`src/rtl/access_queue.sv`:
```
// Output buffer behind the access scheduler: captures winning request words in order
// and replays them to the memory port over a valid/ready handshake.
module access_queue #(
  parameter  int DATA_WIDTH = 132,
  parameter  int DEPTH      = 4,
  localparam int CW         = $clog2(DEPTH + 1)
) (
  input  logic                  clk,
  input  logic                  rst_n,
  input  logic                  in_active,
  input  logic [DATA_WIDTH-1:0] in_data,
  output logic                  stall,
  output logic                  out_valid,
  output logic [DATA_WIDTH-1:0] out_data,
  input  logic                  out_ready,
  output logic [CW-1:0]         count,
  output logic                  overflow
);

  localparam int PW = (DEPTH > 1) ? $clog2(DEPTH) : 1;

  typedef enum logic [1:0] {
    EMPTY   = 2'd0,
    PARTIAL = 2'd1,
    FULL    = 2'd2
  } occ_t;

  occ_t                  state;
  logic [PW-1:0]         rd_ptr;
  logic [PW-1:0]         wr_ptr;
  logic [DATA_WIDTH-1:0] mem [DEPTH];
  logic                  push;
  logic                  pop;
  logic [CW-1:0]         count_next;
  occ_t                  state_next;

  // stall and out_valid come only from the registered occupancy state, so neither
  // out_ready nor in_active can reach stall combinationally.
  assign stall     = (state == FULL);
  assign out_valid = (state != EMPTY);
  assign out_data  = mem[rd_ptr];

  assign push = in_active & ~stall;
  assign pop  = out_valid & out_ready;

  always_comb begin
    count_next = count;
    case ({push, pop})
      2'b10:   count_next = count + 1'b1;
      2'b01:   count_next = count - 1'b1;
      default: count_next = count;
    endcase

    state_next = PARTIAL;
    if (count_next == '0) begin
      state_next = EMPTY;
    end else if (count_next == CW'(DEPTH)) begin
      state_next = FULL;
    end
  end

  always_ff @(posedge clk or negedge rst_n) begin
    if (!rst_n) begin
      state    <= EMPTY;
      count    <= '0;
      rd_ptr   <= '0;
      wr_ptr   <= '0;
      overflow <= 1'b0;
    end else begin
      state <= state_next;
      count <= count_next;
      if (push) begin
        wr_ptr <= wr_ptr + 1'b1;
      end
      if (pop) begin
        rd_ptr <= rd_ptr + 1'b1;
      end
      if (in_active && stall) begin
        overflow <= 1'b1;
      end
    end
  end

  // Storage is deliberately left out of reset; entries are only meaningful while counted.
  always_ff @(posedge clk) begin
    if (push) begin
      mem[wr_ptr] <= in_data;
    end
  end

  occupancy_bounded: assert property (@(posedge clk) disable iff (!rst_n)
    count <= CW'(DEPTH));

  state_tracks_count: assert property (@(posedge clk) disable iff (!rst_n)
    ((count == '0) == (state == EMPTY)) && ((count == CW'(DEPTH)) == (state == FULL)));

endmodule

```
`config.mk`:
```
export PLATFORM = sky130hd
export DESIGN_NAME = access_queue
export DESIGN_NICKNAME = d
export VERILOG_FILES = /design/src/rtl/access_queue.sv
export SDC_FILE = /design/constraint.sdc
export NUM_CORES = 1
export LEC_CHECK = 0
export CAP_MARGIN = 10
export CORE_AREA = 2 2 194 196
export DETAILED_ROUTE_END_ITERATION = 8
export DIE_AREA = 0 0 196 198
export PLACE_DENSITY = 0.8
export REMOVE_ABC_BUFFERS = 1
export SLEW_MARGIN = 20
export SYNTH_ARGS = -nofsm -noshare
export SYNTH_HDL_FRONTEND = slang
export SYNTH_SLANG_ARGS = --single-unit
```
`constraint.sdc`:
```
create_clock -name clk -period 5.3 [get_ports clk]
set_input_delay 1.325 -clock clk [delete_from_list [all_inputs] [get_ports clk]]
set_output_delay 1.325 -clock clk [all_outputs]
set_load 0.01 [all_outputs]
```
# Yosys cells after proc, flatten, opt, wreduce, memory -nomap -nowiden
# Memories as Yosys holds them, arrays and structs flattened.
# Cells that the tools add are included.
[op_classes]
n_addsub = 4
mul = 0
div_mod_pow = 0
order_cmp = 0
n_eq_ne = 4
shift = 0
n_mux = 5
bitwise_logic = 3
n_reduce_logical = 3
[op_table]
columns = ["cell", "n"]
rows = [
  ["case mux 3 bit (2 select lines)", 1],
  ["adder 2 x 1 -> 2 bit, second input constant", 2],
  ["== test 2 bit, second input constant", 2],
  ["2-to-1 mux 2 bit", 2],
  ["adder 3 x 1 -> 3 bit, second input constant", 1],
  ["== test 3 bit, second input constant", 1],
  ["zero test 3 bit", 1],
  ["subtractor 3 x 1 -> 3 bit, second input constant", 1],
  ["bitwise AND 1 bit", 2],
  ["== test 2 x 1 -> 1 bit, second input constant", 1],
  ["2-to-1 mux 1 bit", 2],
  ["nonzero test 2 bit", 1],
  ["logical AND 1 bit", 1],
  ["inverter 1 bit", 1],
]
[totals]
reg_bits = 10
latchBits = 0
mem_bits_rw = 528
mem_bits_ro = 0
input_bits = 136
output_inout_bits = 138
elab_cells = 25
n_memories = 1
[mem_list]
columns = ["memory", "words", "word_bits", "rd", "rd_ports_with_merged_regs", "write_ports", "line_no", "text"]
rows = [
  ["mem", 4, 132, 1, 0, 1, "31", "logic [DATA_WIDTH-1:0] mem [DEPTH];"],
]

# Longest topological paths before layout
[depth]
ltp_word = 8
depth_mapped = 9
depth_no_buf = 9

# Least setup slack after synthesis
# No wires, ideal clock.
[synth_timing]
path_type = "input to register"
start = "input in_active"
end = "memory mem[0][0], enable pin"
setup_time_ns = 0.508
t_arrival_ns = 4.396
t_required_ns = 4.792
setup_slack_ns = 0.396
path_stages = 1
n_path_buf = 0
path_cell_list = "and3_1"
[synth_between]
elab_chain_len = 3
[synth_lines]
columns = ["item", "line_no", "text"]
rows = [
  ["start: declaration", "10", "input logic in_active,"],
  ["bitwise AND 1 bit", "43", "assign push = in_active & ~stall;"],
  ["2-to-1 mux 1 bit", "86", "if (push) begin"],
  ["2-to-1 mux 1 bit (implied by the code)", "87", "mem[wr_ptr] <= in_data;"],
  ["end: declaration", "31", ""],
]
# No other way between the ends.

# Worst setup path after layout
[layout_timing]
start = "register rd_ptr[0]"
end = "output out_data[119]"
[layout_between]
elab_chain_len = 1
[layout_lines]
columns = ["item", "line_no", "text"]
rows = [
  ["start: declaration", "29", "logic [PW-1:0] rd_ptr;"],
  ["start signal: assignment", "76", "rd_ptr <= rd_ptr + 1'b1;"],
  ["memory (4 x 132 bit)", "-", ""],
  ["end: declaration", "14", "output logic [DATA_WIDTH-1:0] out_data,"],
]
# No other way between the ends.

==> results.py <==
metrics = {
    "critical_path": {
        "critPathKind": "reg2out",
        "reg2reg_to": "state[1]$_DFF_PN0_",
        "path_max_fanout": 57,
        "crit_arrival_ns": 2.85,
        "crit_required_ns": 3.97,
        "start_kind": "flip-flop",
        "reg2reg_from": "state[0]$_DFF_PN0_",
        "worst-r2r-setup-slack_ns": 2.99,
        "critPathCaptureType": "primary output",
        "r2r.worst_path.cells": 9,
    },
    "timing": {
        "period_minus_slack_ns": 4.18,
        "worst_pin_slew_ns": 0.884,
        "rsz0062_at_grt": "no",
        "relSlewSlack_pct": 41.1,
        "hold_violations": 0,
        "slew_violations": 0,
        "max_freq_ghz": 0.240,
        "fin_skew_ns": 0.0169,
        "period_share_pct": 78.8,
        "setup_viol": 0,
    },
    "placement": {
        "place_area_sq_um": 22900,
        "gp_congestion": 0.740,
        "place_hpwl_microns": 22600,
        "numPortBuffers": 273,
    },
    "floorplanning": {
        "ios": 274,
        "fp.dieH_microns": 198,
        "core_sq_um": 37000,
        "num_rows": 71,
        "dieArea_sq_um": 38800,
        "die_x_microns": 196,
        "initial_core_util_pct": 52.9,
    },
    "detailed_routing": {
        "dr.pass1.iters": 4,
        "drt_iter0_drc": 577,
        "num_vias": 8786,
        "drcViolationCount": 0,
        "routed_wl_microns": 37200,
        "drt.antenna.violating_nets": 0,
        "via_per_inst": 5.59,
        "wl_per_cell_microns": 23.7,
    },
    "synth": {
        "ys_async_sr_fraction_pct": 1.86,
        "yosysWarningCount": 0,
        "synth_cell_types": 25,
        "netlist_instances": 738,
        "synth_area_per_cell_sq_um": 26.5,
        "synth-seq-cells": 538,
        "yosysSeqAreaShare_pct": 82.4,
        "synth_edf_count": 528,
        "synth_ff_type": "edfxtp_1",
        "syn-cell-area_sq_um": 19500,
    },
    "hold_path": {
        "worstHoldStart": "overflow$_DFFE_PN0P_",
        "hold_depth": 1,
        "whs_endpoint": "overflow$_DFFE_PN0P_",
        "hp-class": "reg2reg",
    },
    "global_routing": {
        "grt.overflow.total": 0,
        "first_global_vias": 9233,
        "grt_max_degree": 60,
        "grt.total_usage_pct": 19.5,
        "grt_antenna_before_repair": 7,
        "grt_pass1_wl_microns": 55800,
    },
    "clock_tree": {
        "cts_resized": 0,
        "tritoncts": "built",
        "post_cts_buffers": 0,
        "cts_max_level": 2,
        "path_clk_slew_ns": 0.06,
        "cts_hold_buffers": 0,
        "clkSinkCount": 538,
        "ctsRootBufferMaster": "clkbuf_16",
        "cts_inserted_buffers": 52,
        "cts.path.max_buffers": 3,
        "clock_latency_ns": 0.58,
    },
    "power": {
        "p_leak_nw": 7.95,
        "powerDensity_nw_per_um2": 564,
        "p_total_w": 0.0139,
        "ir_worst_vdd_uv": 383,
    },
    "layout": {
        "areaGrowthSynthToFinish_pct": 25.9,
        "layout-drive-gt1-share_pct": 20.8,
        "most-common-layout-cells": "edfxtp_1 (528), clkdlybuf4s50_1 (273), mux4_2 (132)",
        "layout_commonest_cell": "edfxtp_1",
        "finalInstanceArea_sq_um": 24600,
        "nets": 1193,
    },
    "run_status": {
        "outcome": "complete, no violations",
    },
    "run": {
        "cap_viol_max_count": 0,
    },
}
## state kept, by name (all words and copies together) (netlist names)
register,count
mem,528
state,2
wr_ptr,2
rd_ptr,2
count,3
overflow,1
## worst max-delay path: stages (launching register included)
cell and delay [ns]:
dfrtp_4 0.63, buf_12 0.36, mux4_2 0.60, clkdlybuf4s50_1 0.53
## area by class of cell
class,instances,area (sq um)
diodes,6,15.0
clock buffers,71,1430
clock inverters,23,223
fillers,2365,12400
inverters,7,26.3
multi-input cells,163,3240
flip-flops and latches,538,16100
well taps,474,593
repair buffers,289,2970
## how the worst max path moves through the flow
stage | start | to | depth (start not counted)
finish | rd_ptr[0]$_DFFE_PN0P_ | out_data[119] | 3
floorplan | rd_ptr[0]$_DFFE_PN0P_ | out_data[0] | 1
detailed placement | rd_ptr[0]$_DFFE_PN0P_ | out_data[32] | 3
global placement | rd_ptr[0]$_DFFE_PN0P_ | out_data[87] | 3
global route | rd_ptr[0]$_DFFE_PN0P_ | out_data[7] | 3
CTS | rd_ptr[0]$_DFFE_PN0P_ | out_data[7] | 3
## logic make-up (layout without fill, tap and decap cells)
family | after synthesis | count (layout) | synth area share (%)
fa+ha+maj | 6 | 6 | 0.423
compound gates | 7 | 7 | 0.211
buf+inv | 37 | 390 | 1.14
simple gates | 13 | 13 | 0.384
flops | 538 | 538 | 82.4
other cells | 0 | 6 | 0
xor+xnor | 5 | 5 | 0.224
mux | 132 | 132 | 15.2
## synthesized netlist by cell type (2+ instances only)
library cell | instances | area [sq um]
buf_2 | 16 | 80.1
clkbuf_1 | 5 | 18.8
xor2_1 | 2 | 17.5
mux4_2 | 132 | 2970
o21ai_0 | 3 | 15.0
dfrtp_1 | 10 | 250
buf_6 | 8 | 90.1
edfxtp_1 | 528 | 15900
ha_1 | 5 | 62.6
inv_1 | 7 | 26.3
and3_1 | 4 | 25.0
xnor2_1 | 3 | 26.3
nand2_1 | 3 | 11.3
## metrics by stage
step	hold WS, ns	worst slack, ns	instances	utilization (%)	setup TNS, ns
after detailed placement	0.455	1.68	1471	62.1	0
after CTS	0.469	1.03	1565	66.5	0
after floorplan	0.493	-1.83	708	-	-241.64
after global placement	0.441	1.70	1471	62.1	0
final	0.465	1.13	1571	66.6	0
after global routing	0.487	0.961	1569	66.6	0
## power by group
| group | internal [W] | switching (W) | leakage (nW) | total [W] |
|---|---|---|---|---|
| logic | 0.00243 | 0.00202 | 2.18 | 0.00445 |
| clock network | 0.00208 | 0.00147 | 0.808 | 0.00355 |
| registers | 0.00560 | 0.000290 | 4.96 | 0.00589 |
| total | 0.0101 | 0.00378 | 7.95 | 0.0139 |
## routing by layer
layer / vias up / track usage [%] / share of wire [%]
met5: - / 0 / 0.073
met4: 4 / 7.66 / 2.9
met3: 73 / 5.55 / 7.7
met2: 281 / 30.8 / 49
met1: 4587 / 26.3 / 40
li1: 3841 / - / -
Power figures use the tool's default switching activity.
